`config.mk`:
```
export PLATFORM = sky130hd
export DESIGN_NAME = ha_serial_seq_flat
export DESIGN_NICKNAME = d
export VERILOG_FILES = /design/src/rtl/ha_serial_seq_if.sv /design/src/rtl/ha_serial_seq.sv /design/src/flat_wrapper.sv
export SDC_FILE = /design/constraint.sdc
export NUM_CORES = 1
export LEC_CHECK = 0
export BUFFER_PORTS_ARGS = -buffer_cell sky130_fd_sc_hd__clkbuf_2
export CORE_AREA = 4 4 61 63
export CTS_BUF_LIST = sky130_fd_sc_hd__clkbuf_16
export CTS_CLUSTER_DIAMETER = 60
export DETAILED_ROUTE_END_ITERATION = 16
export DIE_AREA = 0 0 65 67
export PLACE_DENSITY_LB_ADDON = 0.12
export SLEW_MARGIN = 30
export SYNTH_ARGS = -nofsm -noshare
export SYNTH_HDL_FRONTEND = slang
export SYNTH_SLANG_ARGS = --single-unit
```
`constraint.sdc`:
```
create_clock -name clk -period 2.95 [get_ports clk]
set_input_delay 0.59 -clock clk [delete_from_list [all_inputs] [get_ports clk]]
set_output_delay 0.59 -clock clk [all_outputs]
set_load 0.05 [all_outputs]
```
`src/rtl/ha_serial_seq_if.sv`:
```
`default_nettype none
//==============================================================================
// Module      : ha_serial_seq_if
// Description : Handshake and operand/result bundle for the bit-serial
//               half-adder sequencer. The requester (master) drives start and
//               the operands; the sequencer (slave) returns busy/done and the
//               registered result.
//               Optional feature macro: HA_SERIAL_SUB_EN (adds the sub input).
// Revision    : 1.0 - initial release
//==============================================================================
interface ha_serial_seq_if #(
  parameter int WIDTH = 8
);
  logic             start;
  logic [WIDTH-1:0] a;
  logic [WIDTH-1:0] b;
`ifdef HA_SERIAL_SUB_EN
  logic             sub;
`endif
  logic             busy;
  logic             done;
  logic [WIDTH-1:0] sum;
  logic             cout;

`ifdef HA_SERIAL_SUB_EN
  modport master (output start, output a, output b, output sub,
                  input  busy,  input  done, input sum, input cout);
  modport slave  (input  start, input  a, input  b, input  sub,
                  output busy,  output done, output sum, output cout);
`else
  modport master (output start, output a, output b,
                  input  busy,  input  done, input sum, input cout);
  modport slave  (input  start, input  a, input  b,
                  output busy,  output done, output sum, output cout);
`endif
endinterface
`default_nettype wire

```
`src/rtl/ha_serial_seq.sv`:
```
`default_nettype none
//==============================================================================
// Module      : ha_serial_seq
// Description : Bit-serial adder controller. A single full-add cell (two half
//               adders plus an OR) is time-shared across all WIDTH bit
//               positions, LSB first, one bit per clock, with the carry held
//               in a register between cycles. start/busy/done handshake and
//               registered sum/cout outputs.
//               Optional feature macro: HA_SERIAL_SUB_EN
//                 defined   -> sub input selects (a-b) via ~b and carry-in 1
//                 undefined -> add only, carry-in always 0
// Revision    : 1.0 - initial release
//==============================================================================
module ha_serial_seq #(
  parameter int WIDTH = 8
) (
  input  wire logic      clk,
  input  wire logic      rst_n,
  ha_serial_seq_if.slave bus
);

  // Counter just wide enough to index bit WIDTH-1.
  localparam int              CNT_W    = (WIDTH > 1) ? $clog2(WIDTH) : 1;
  localparam logic [CNT_W-1:0] CNT_LAST = CNT_W'(WIDTH - 1);
  localparam logic [CNT_W-1:0] CNT_ONE  = CNT_W'(1);

  // Reject illegal widths at elaboration rather than building a broken core.
  generate
    if ((WIDTH < 2) || (WIDTH > 32)) begin : g_width_check
      $error("ha_serial_seq: WIDTH must be in 2..32");
    end
  endgenerate

  typedef enum logic [1:0] {
    ST_IDLE = 2'd0,
    ST_RUN  = 2'd1,
    ST_DONE = 2'd2
  } state_t;

  state_t           r_state;
  state_t           w_state_nxt;

  logic [WIDTH-1:0] r_a_sh;     // operand A, shifts right each RUN cycle
  logic [WIDTH-1:0] r_b_sh;     // operand B (or ~B when subtracting)
  logic [WIDTH-1:0] r_res_sh;   // result bits enter at the MSB end
  logic             r_carry;    // carry held between bit positions
  logic [CNT_W-1:0] r_cnt;      // index of the bit processed this cycle
  logic [WIDTH-1:0] r_sum;
  logic             r_cout;

  logic             w_accept;
  logic             w_last;
  logic [WIDTH-1:0] w_b_load;
  logic             w_carry_init;

  // Full-add cell built from two half adders.
  logic             w_s1;
  logic             w_c1;
  logic             w_s;
  logic             w_c2;
  logic             w_carry_nxt;
  logic [WIDTH-1:0] w_res_nxt;

  // A new request is only honoured when no add is in flight.
  assign w_accept = bus.start && ((r_state == ST_IDLE) || (r_state == ST_DONE));
  assign w_last   = (r_cnt == CNT_LAST);

`ifdef HA_SERIAL_SUB_EN
  // Subtraction as a + ~b + 1: invert B on load and seed the carry with 1.
  assign w_b_load     = bus.sub ? ~bus.b : bus.b;
  assign w_carry_init = bus.sub;
`else
  assign w_b_load     = bus.b;
  assign w_carry_init = 1'b0;
`endif

  // Half adder 1 combines the operand bits, half adder 2 folds in the carry.
  assign w_s1        = r_a_sh[0] ^ r_b_sh[0];
  assign w_c1        = r_a_sh[0] & r_b_sh[0];
  assign w_s         = w_s1 ^ r_carry;
  assign w_c2        = w_s1 & r_carry;
  assign w_carry_nxt = w_c1 | w_c2;
  assign w_res_nxt   = {w_s, r_res_sh[WIDTH-1:1]};

  // State register.
  always_ff @(posedge clk) begin
    if (!rst_n) begin
      r_state <= ST_IDLE;
    end else begin
      r_state <= w_state_nxt;
    end
  end

  // Next-state decode; DONE can accept a new request with no dead cycle.
  always_comb begin
    w_state_nxt = r_state;
    case (r_state)
      ST_IDLE: begin
        if (bus.start) begin
          w_state_nxt = ST_RUN;
        end
      end
      ST_RUN: begin
        if (w_last) begin
          w_state_nxt = ST_DONE;
        end
      end
      ST_DONE: begin
        w_state_nxt = bus.start ? ST_RUN : ST_IDLE;
      end
      default: begin
        w_state_nxt = ST_IDLE;
      end
    endcase
  end

  // Serial datapath: load on accept, then one bit per cycle while running.
  always_ff @(posedge clk) begin
    if (!rst_n) begin
      r_a_sh   <= '0;
      r_b_sh   <= '0;
      r_res_sh <= '0;
      r_carry  <= 1'b0;
      r_cnt    <= '0;
    end else if (w_accept) begin
      r_a_sh   <= bus.a;
      r_b_sh   <= w_b_load;
      r_res_sh <= '0;
      r_carry  <= w_carry_init;
      r_cnt    <= '0;
    end else if (r_state == ST_RUN) begin
      r_a_sh   <= {1'b0, r_a_sh[WIDTH-1:1]};
      r_b_sh   <= {1'b0, r_b_sh[WIDTH-1:1]};
      r_res_sh <= w_res_nxt;
      r_carry  <= w_carry_nxt;
      // Counter parks on the last index instead of wrapping.
      if (!w_last) begin
        r_cnt <= r_cnt + CNT_ONE;
      end
    end
  end

  // Result registers update only on the edge that finishes the last bit.
  always_ff @(posedge clk) begin
    if (!rst_n) begin
      r_sum  <= '0;
      r_cout <= 1'b0;
    end else if ((r_state == ST_RUN) && w_last) begin
      r_sum  <= w_res_nxt;
      r_cout <= w_carry_nxt;
    end
  end

  // Status flags come straight from the registered state.
  assign bus.busy = (r_state == ST_RUN);
  assign bus.done = (r_state == ST_DONE);
  assign bus.sum  = r_sum;
  assign bus.cout = r_cout;

endmodule
`default_nettype wire

```
`src/flat_wrapper.sv`:
```
// flat-port wrapper written by rule: the top's interface ports become plain ports
module ha_serial_seq_flat 
#(
  parameter int WIDTH = 8
)
  (clk, rst_n, bus_start, bus_a, bus_b, bus_busy, bus_done, bus_sum, bus_cout);
  ha_serial_seq_if #(.WIDTH(WIDTH)) bus_i ();
  input  wire logic clk;
  input  wire logic rst_n;
  input wire logic [$bits(bus_i.start)-1:0] bus_start;
  input wire logic [$bits(bus_i.a)-1:0] bus_a;
  input wire logic [$bits(bus_i.b)-1:0] bus_b;
  output wire logic [$bits(bus_i.busy)-1:0] bus_busy;
  output wire logic [$bits(bus_i.done)-1:0] bus_done;
  output wire logic [$bits(bus_i.sum)-1:0] bus_sum;
  output wire logic [$bits(bus_i.cout)-1:0] bus_cout;
  assign bus_i.start = bus_start;
  assign bus_i.a = bus_a;
  assign bus_i.b = bus_b;
  assign bus_busy = bus_i.busy;
  assign bus_done = bus_i.done;
  assign bus_sum = bus_i.sum;
  assign bus_cout = bus_i.cout;
  ha_serial_seq #(.WIDTH(WIDTH)) u_core (.clk(clk), .rst_n(rst_n), .bus(bus_i));
endmodule
```
==> metrics.md, run 1 <==
| Metric | Value |
|---|---|
| Run status | `finished clean` |
| # clock sinks | `38` |
| Clock Skews | `3.50 ps` |
| Root buffer cell | `clkbuf_16` |
| CP Cell Sequence | `nand2b_1, buf_4, inv_6, clkbuf_2` |
| I/O pin count | `30` |
| Chip width | `65 um` |
| Final Core Density | `0.573` |
| Crit. Startpoint | `u_core.r_state[1]$_SDFFE_PN0P_` |
| R2r setup slk | `1220 ps` |
| Netlist Area Pre-Place | `1550 um2` |
| Crit share post-route | `0.716` |
| #FFs+latches synth | `38` |
| WS Path Type | `reg -> out` |
| Int Power | `1.06 mW` |
| Ys Warns | `0` |
| Initial antenna violation count | `0` |
| Starting DRT DRC Count | `66` |
| Wirelength per Cell | `12.0 um` |
| Clk slew on worst S/H paths | `50 ps` |
| Total CTS buffers | `5` |
| Leakage power figure | `0.717 nW` |
| Hold buffer count at cts | `0` |
| Largest family of logic cells by synthesized area | `simple AND/OR/NAND/NOR gates` |
| Max-slew violation count | `0` |
| Post-synth top flop | `dfxtp_1` |
| Post-synthesis adder-cell area fraction | `0.0291` |
| Row count | `21` |
| Antenna-violating nets left | `0` |
| First-pass GRT wire length | `5.11 mm` |
| Longest Clk Path Bufs | `2` |
| Syn Nets | `201` |
| Max_slew headroom | `0.501` |
| Total number of vias | `1271` |
| ANT cells | `0` |
| Slowest-stage cell, CP | `dfxtp_1` |
| Final setup viols | `0` |
| Total of max-cap violations | `0` |
| Share of total power in sequential cells | `0.417` |
| Hold_sp | `u_core.bus.sum[3]$_SDFFE_PN0P_` |
| Async SR Flop Fraction | `0` |
| Worst VDD drop | `0.314 mV` |
| Post-CTS setup buffer count | `0` |
| Layout cells sized above 1 | `0.192` |
| Hold slack | `449 ps` |
| Leading post-synthesis cells by cell area | `dfxtp_1 (49%), nand2_1 (11%), o221ai_1 (4.0%), a21oi_1 (3.6%), nand3_1 (3.6%)` |
| Vias in the first global route | `1135` |
| Pwr Total | `1.32 mW` |
| CTS tree | `done` |
| Distinct cell type count of the synthesized netlist | `26` |
| CP Max Fanout | `33` |
| Area growth, synth to finish | `19.4%` |
| Crit start category | `flop` |
| Final hold violations | `0` |
| Dpl hpwl | `2.02 mm` |
| CP arrival | `1520 ps` |
| Number of vias per cell | `5.10` |
| Unrepaired setup endpoints after global routing | `no` |
| Cells after Synth | `179` |
| Nets | `224` |
| DIE HEIGHT | `67 um` |
| Yosys top cell area share | `0.491` |
| Reg area | `761 um2` |
| Capturing point of the worst reg2reg path | `u_core.r_res_sh[7]$_SDFFE_PP0P_` |
| Fmax | `0.473 GHz` |
| Largest net degree at the start of global routing | `34` |
| Crit path time final | `2110 ps` |
| Post-Synth Simple-Gate Area | `0.217` |
| Setup WS pre-CTS | `1020 ps` |
| Initial cell density of the core | `0.480` |
| Placer Congestion | `0.742` |
| Sum Neg Setup Slack | `0 ps` |
| Drt pass-1 iters | `5` |
| Cts repair resizes | `0` |
| Crit end category | `output pin` |
| H-tree Lvls | `2` |
| Logic pwr share | `0.077` |
| FILL cells | `317` |
| Switching Share | `0.201` |
| Multi-input gate area in the final layout | `682 um2` |
| PD cells | `715 nW/um2` |
| Most common cell after layout, fill and taps aside | `nand2_1` |
| Clk pwr share | `0.506` |
| Mux cell area share after synthesis | `0` |
| R2R depth | `3` |
| Hold Path Class | `reg -> reg` |
| Core area | `3230 um2` |
| Most frequent cells in the layout | `nand2_1 (44), dfxtp_1 (38), clkbuf_2 (29)` |
| Syn avg cell area | `8.66 um2` |
| CP Capture Point | `bus_busy` |
| Skew-Pair Late Insertion Delay | `280 ps` |
| DRC Markers | `0` |
| Worst Path Required | `2360 ps` |
| Post-synthesis xor/xnor area fraction | `0.00565` |
| Global route overflow | `0` |
| Worst-Margin Slew | `748 ps` |
| Area leader, netlist | `dfxtp_1` |
| DIE AREA | `4360 um2` |
| Port-buffer cells | `29` |
| R2R Path Start | `u_core.r_state[0]$_SDFFE_PN0P_` |
| Sequential-to-total area share from yosys stat | `0.491` |
| Global Route Usage Sum | `0.153` |
| Crit path largest cell delay | `330 ps` |
| Net load switching power | `0.266 mW` |
| Synth Area in Compound Gates | `0.188` |
| Number of enable flip-flop cells after synthesis | `0` |
| Worst Slack Setup Final | `838 ps` |
| Drt total wl | `3.00 mm` |
[state kept, by name (all words and copies together), names as in the netlist]
name             flops
u_core.r_state       2
u_core.r_carry       1
u_core.r_b_sh        8
u_core.bus.sum       8
u_core.r_cnt         3
u_core.r_res_sh      7
u_core.bus.cout      1
u_core.r_a_sh        8
[synth_stat cells (all sizes together) (2+ instances only)]
cell type and n:
ha 2, nand2b 2, nor3 7, nand3 11, clkbuf 3, a21boi 11
a21oi 11, nand2 44, nor2b 2, buf 11, o221ai 7, nor2 8
a31oi 6, o21ai 8, dfxtp 38
[per-layer routing]
metal  vias to the layer above  GRT usage  part of all wire
met3                         5     0.0422             0.053
met5                         -          0                 0
met2                        29      0.241              0.46
met1                       571      0.187              0.47
li1                        666          -                 -
met4                         0     0.0871             0.017
[cells by family after synthesis]
kind of cell               after synthesis
AOI/OAI and AO/OA                       45
DFF                                     38
buffers and inverters                   15
adders and majority gates                3
and+or+nand+nor                         77
xor gates and xnor gates                 1
[area by class of cell]
class / instances / area share
clock buffer: 5 / 0.0676
clock inverter: 3 / 0.0345
inverter: 1 / 0.00473
multi-input combinational: 126 / 0.368
sequential: 38 / 0.411
tap: 46 / 0.0311
timing repair buffer: 30 / 0.0825
[stage by stage]
step,cell area [um2],std cells
after CTS,1850,249
final,1850,249
after floorplan,1550,179
after global placement,1660,241
after global routing,1850,249
after detailed placement,1660,241
[power by group through the flow]
| stage | combinational (mW) | sequential (mW) | clock, mW |
|---|---|---|---|
| floorplan | 0.0901 | 0.558 | 0 |
| global placement | 0.100 | 0.561 | 0 |
| global route | 0.115 | 0.554 | 0.712 |
| finish | 0.102 | 0.551 | 0.670 |
| CTS | 0.103 | 0.551 | 0.682 |
| detailed placement | 0.102 | 0.562 | 0 |
[how the worst min path moves through the flow]
| stage | cells past startpoint | slack, ps | endpoint |
|---|---|---|---|
| 6_report | 2 | 450 | u_core.bus.sum[3]$_SDFFE_PN0P_ |
| 5_1_grt | 2 | 480 | u_core.bus.sum[5]$_SDFFE_PN0P_ |
| 4_1_cts | 2 | 450 | u_core.bus.sum[3]$_SDFFE_PN0P_ |
| 3_5_place_dp | 2 | 450 | u_core.bus.sum[3]$_SDFFE_PN0P_ |
| 3_3_place_gp | 2 | 440 | u_core.r_a_sh[7]$_SDFFE_PN0P_ |
| 2_1_floorplan | 2 | 430 | u_core.r_a_sh[7]$_SDFFE_PN0P_ |
[worst max-delay path, delay by kind of cell (launching register included)]
kind | cells | cell delay [ps]
flops | 1 | 330
simple gates | 1 | 140
buf+inv | 3 | 760
Power figures use the tool's default switching activity.
==> run 2: changes to the inputs <==
- clock period: 2.95 -> 2.21 ns (I/O delays scaled with it)
==> metrics.md, run 2 (synthesized netlist as in run 1, its figures left out) <==
| Metric | Value |
|---|---|
| Run status | `finished clean` |
| DRC Markers | `0 (unchanged)` |
| Hold buffer count at cts | `0 (unchanged)` |
| Final setup viols | `0 (unchanged)` |
| Largest net degree at the start of global routing | `34 (unchanged)` |
| Vias in the first global route | `1229 (+8.3%)` |
| Number of vias per cell | `5.01 (-1.9%)` |
| Most common cell after layout, fill and taps aside | `nand2_1` |
| Root buffer cell | `clkbuf_16` |
| DP Area | `1680 um2 (+1.4%)` |
| Cts repair resizes | `0 (unchanged)` |
| CP arrival | `1370 ps (-150 ps)` |
| Fmax | `0.552 GHz` |
| Total of max-cap violations | `0 (unchanged)` |
| Clock Skews | `4.72 ps (+1.22 ps)` |
| Worst-Margin Slew | `479 ps (-268 ps)` |
| Placed Cells | `244 (+1.2%)` |
| DIE AREA | `4360 um2 (unchanged)` |
| Dpl hpwl | `2.08 mm (+2.8%)` |
| Initial cell density of the core | `0.480 (unchanged)` |
| I/O pin count | `30 (unchanged)` |
| Core area | `3230 um2 (unchanged)` |
| Sum Neg Setup Slack | `0 ps (unchanged)` |
| Post-Layout Cell Count | `252 (+1.2%)` |
| Port-buffer cells | `29 (unchanged)` |
| Final hold violations | `0 (unchanged)` |
| Wirelength per Cell | `12.1 um (+0.85%)` |
| Post-CTS setup buffer count | `0 (unchanged)` |
| # clock sinks | `38 (unchanged)` |
| Clk slew on worst S/H paths | `50 ps (about the same)` |
| Global route overflow | `0 (unchanged)` |
| Post-route cell area | `1850 um2 (about the same)` |
| CP Max Fanout | `33 (unchanged)` |
| Layout cells sized above 1 | `0.209 (+0.0166)` |
| Max-slew violation count | `0 (unchanged)` |
| Longest Clk Path Bufs | `2 (unchanged)` |
| Hold Path Class | `in -> reg` |
| Drt total wl | `3.06 mm (+2.1%)` |
| First-pass GRT wire length | `5.45 mm (+6.8%)` |
| PD cells | `900 nW/um2 (+26%)` |
| Placer Congestion | `0.759 (+2.3%)` |
| Global Route Usage Sum | `0.164 (+0.0102)` |
| DIE HEIGHT | `67 um (unchanged)` |
| ANT cells | `0 (unchanged)` |
| Starting DRT DRC Count | `62 (-6.1%)` |
| Antenna-violating nets left | `0 (unchanged)` |
| Crit path time final | `1810 ps` |
| Most frequent cells in the layout | `nand2_1 (44), dfxtp_1 (38), clkbuf_2 (29)` |
| Drt pass-1 iters | `4 (-1)` |
| Row count | `21 (unchanged)` |
| Skew-Pair Late Insertion Delay | `280 ps (about the same)` |
| H-tree Lvls | `2 (unchanged)` |
| Nets | `227 (+1.3%)` |
| Crit end category | `output pin` |
| Max_slew headroom | `0.680 (+0.179)` |
| Area growth, synth to finish | `19.3% (about the same)` |
| Crit start category | `flop` |
| Total number of vias | `1262 (-0.71%)` |
| Worst Path Required | `1770 ps (-590 ps)` |
| WS Path Type | `reg -> out` |
| Leakage power figure | `0.724 nW (+0.91%)` |
| Total CTS buffers | `5 (unchanged)` |
| Initial antenna violation count | `0 (unchanged)` |
| CTS tree | `done` |
| Worst VDD drop | `0.470 mV (+50%)` |
| Crit share post-route | `0.819` |
| Unrepaired setup endpoints after global routing | `no` |
| Chip width | `65 um (unchanged)` |
==> run 2: path summary, 6_finish.rpt <==
| path | end | cells after the start | start | slack, ps |
|---|---|---|---|---|
| hold reg to reg | u_core.bus.sum[7]$_SDFFE_PN0P_ | 2 | u_core.bus.sum[7]$_SDFFE_PN0P_ | 450 |
| hold / removal | u_core.r_a_sh[7]$_SDFFE_PN0P_ | 3 | bus_a[7] | 380 |
| setup / recovery | bus_busy | 3 | u_core.r_state[1]$_SDFFE_PN0P_ | 400 |
| setup reg to reg | u_core.bus.cout$_SDFFE_PN0P_ | 5 | u_core.r_cnt[0]$_SDFFE_PP0P_ | 500 |
==> run 2: metrics by stage <==
stage,util,hold slack [ps],setup slack [ps],power [mW]
6_report,0.572,379,400,1.66
5_1_grt,0.572,405,304,1.74
4_1_cts,0.572,381,388,1.68
3_5_place_dp,0.521,446,486,0.893
3_3_place_gp,0.521,438,523,0.888
2_1_floorplan,-,432,704,0.865
==> run 2: layout make-up <==
class / instances / area (um2)
clock buffer: 5 / 125
sequential: 38 / 761
fill: 327 / 1380
inverter: 1 / 8.76
multi-input combinational: 126 / 682
timing repair buffer: 33 / 175
clock inverter: 3 / 40.0
tap: 46 / 57.6
==> run 2: critical path: stages, from the launching register on <==
cell	delay, ps
dfxtp_1	330
nand2b_1	220
inv_6	220
clkbuf_2	320
==> run 2: metal layers <==
metal  wire [um]  up-vias  GRT usage
li1            -      669          -
met1        1400      563      0.198
met2        1460       24      0.266
met3         134        6     0.0405
met4          60        0     0.0871
met5           0        -          0
==> run 2: where the power goes <==
part	leakage, nW	total, mW	internal [mW]	switching, mW
Sequential	0.310	0.735	0.717	0.0181
Combinational	0.330	0.144	0.0560	0.0877
Clock	0.0836	0.786	0.527	0.259
Total	0.724	1.66	1.30	0.364
==> run 3: changes to the inputs <==
- CORE_AREA: 4 4 61 63 -> 4 4 62 64
- DIE_AREA: 0 0 65 67 -> 0 0 66 68
- clock period: 2.21 -> 1.47 ns (I/O delays scaled with it)
==> metrics.md, run 3 (synthesized netlist as in run 1, its figures left out) <==
| Metric | Value |
|---|---|
| Run status | `finished clean` |
| Total of max-cap violations | `0 (unchanged)` |
| Row count | `21 (unchanged)` |
| Total CTS buffers | `5 (unchanged)` |
| Clock Skews | `2.04 ps (-2.68 ps)` |
| Clk pwr share | `0.423 (-0.049)` |
| H-tree Lvls | `2 (unchanged)` |
| Crit start category | `flop` |
| Int Power | `1.79 mW (+38%)` |
| I/O pin count | `30 (unchanged)` |
| Initial antenna violation count | `0 (unchanged)` |
| DIE HEIGHT | `68 um (+1.5%)` |
| CP arrival | `1110 ps (-260 ps)` |
| Sum Neg Setup Slack | `0 ps (unchanged)` |
| Placer Congestion | `0.711 (-6.3%)` |
| DRC Markers | `0 (unchanged)` |
| Final setup viols | `0 (unchanged)` |
| Pwr Total | `2.33 mW (+40%)` |
| WS Path Type | `reg -> out` |
| Largest net degree at the start of global routing | `33 (-2.9%)` |
| Port-buffer cells | `29 (unchanged)` |
| Logic pwr share | `0.102 (+0.016)` |
| Most common cell after layout, fill and taps aside | `nand2_1` |
| Most frequent cells in the layout | `nand2_1 (44), dfxtp_1 (37), clkbuf_2 (28)` |
| CP Max Fanout | `4 (-88%)` |
| First-pass GRT wire length | `5.44 mm (-0.26%)` |
| Wirelength per Cell | `12.7 um (+4.7%)` |
| Share of total power in sequential cells | `0.475 (+0.033)` |
| Final hold violations | `0 (unchanged)` |
| GRT met2 Usage | `0.284 (+0.0185)` |
| Worst-Margin Slew | `378 ps (-101 ps)` |
| Net load switching power | `0.541 mW (+48%)` |
| Layout cells sized above 1 | `0.211 (+0.00179)` |
| PD cells | `1240 nW/um2 (+38%)` |
| Number of vias per cell | `5.27 (+5.2%)` |
| Total number of vias | `1344 (+6.5%)` |
| Global Route Usage Sum | `0.162 (-0.00161)` |
| Initial cell density of the core | `0.472 (-0.00767)` |
| Area growth, synth to finish | `20.7%` |
| Nets | `230 (+1.3%)` |
| Hold Path Class | `in -> reg` |
| Drt total wl | `3.24 mm (+6.0%)` |
| Longest Clk Path Bufs | `2 (unchanged)` |
| Core area | `3280 um2 (+1.6%)` |
| Global route overflow | `0 (unchanged)` |
| Crit end category | `output pin` |
| Root buffer cell | `clkbuf_16` |
| Dpl hpwl | `2.19 mm (+5.3%)` |
| Crit path time final | `1400 ps` |
| Chip width | `66 um (+1.5%)` |
| Starting DRT DRC Count | `62 (unchanged)` |
| Leakage power figure | `0.731 nW (+1.0%)` |
| Grt met3 use | `0.0624 (+0.0219)` |
| Multi-input gate area in the final layout | `682 um2 (unchanged)` |
| Fmax | `0.712 GHz` |
| ANT cells | `0 (unchanged)` |
| # clock sinks | `38 (unchanged)` |
| CTS tree | `done` |
| Vias in the first global route | `1260 (+2.5%)` |
| Max-slew violation count | `0 (unchanged)` |
| Skew-Pair Late Insertion Delay | `280 ps (about the same)` |
| M1 GR Usage | `0.174 (-0.0244)` |
| Antenna-violating nets left | `0 (unchanged)` |
| Worst VDD drop | `0.713 mV (+52%)` |
| Clk slew on worst S/H paths | `50 ps (about the same)` |
| Most used routing layer | `met2` |
| Worst Path Required | `1180 ps (-590 ps)` |
| DIE AREA | `4490 um2 (+3.1%)` |
| Reg area | `762 um2 (+0.16%)` |
| Crit share post-route | `0.955` |
| Drt pass-1 iters | `4 (unchanged)` |
| FILL cells | `308 (-5.8%)` |
| Unrepaired setup endpoints after global routing | `no` |
| Max_slew headroom | `0.747 (+0.0670)` |
| Switching Share | `0.232 (+0.0133)` |
## run 3: stage by stage
step	setup slack, ps	utilization	cell area (um2)	hold slack, ps	cells
5_1_grt	11.3	0.570	1870	248	255
4_1_cts	5.44	0.567	1860	237	254
3_5_place_dp	63.8	0.525	1720	446	246
2_1_floorplan	112	-	1550	426	179
6_report	66.1	0.570	1870	240	255
3_3_place_gp	158	0.525	1720	441	246
## run 3: power by group through the flow
| stage | Sequential [mW] | Combinational [mW] | Clock [mW] |
|---|---|---|---|
| 5_1_grt | 1.11 | 0.265 | 1.05 |
| 3_5_place_dp | 1.13 | 0.237 | 0 |
| 4_1_cts | 1.10 | 0.239 | 1.01 |
| 6_report | 1.11 | 0.237 | 0.985 |
| 3_3_place_gp | 1.12 | 0.230 | 0 |
| 2_1_floorplan | 1.12 | 0.181 | 0 |
## run 3: what timing repair did
item / CTS / global route
setup buffers: 0 / 1
pin swaps: 0 / 0
hold buffers: 0 / 0
resized for setup: 1 / 2
endpoints found under the setup margin: 1 / 10
## run 3: worst paths after layout
kind                                                startpoint                        endpoint  slack (ps)  cells past startpoint
worst max-delay path            u_core.r_state[1]$_SDFFE_PN0P_                        bus_busy          70                      3
worst min-delay path                                  bus_a[7]   u_core.r_a_sh[7]$_SDFFE_PN0P_         240                      3
worst max register to register    u_core.r_cnt[0]$_SDFFE_PP0P_    u_core.r_cnt[0]$_SDFFE_PP0P_          80                      5
worst min register to register  u_core.bus.sum[1]$_SDFFE_PN0P_  u_core.bus.sum[1]$_SDFFE_PN0P_         450                      2
## run 3: layer usage
layer / vias to the layer above / share of wire
met1: 637 / 0.44
met3: 5 / 0.060
li1: 670 / -
met2: 32 / 0.49
met5: - / 0
met4: 0 / 0.016
## run 3: worst max-delay path, cell delays in order, from the launching register on
cell      delay, ps
dfxtp_1         330
nand2b_1        220
inv_6            90
buf_4           190
## run 3: cell type report
| class | count | share of cell area |
|---|---|---|
| Sequential cell | 38 | 0.407 |
| Tap cell | 46 | 0.0307 |
| Clock inverter | 3 | 0.00602 |
| Timing Repair Buffer | 36 | 0.120 |
| Inverter | 1 | 0.00468 |
| Clock buffer | 5 | 0.0668 |
| Multi-Input combinational cell | 126 | 0.364 |
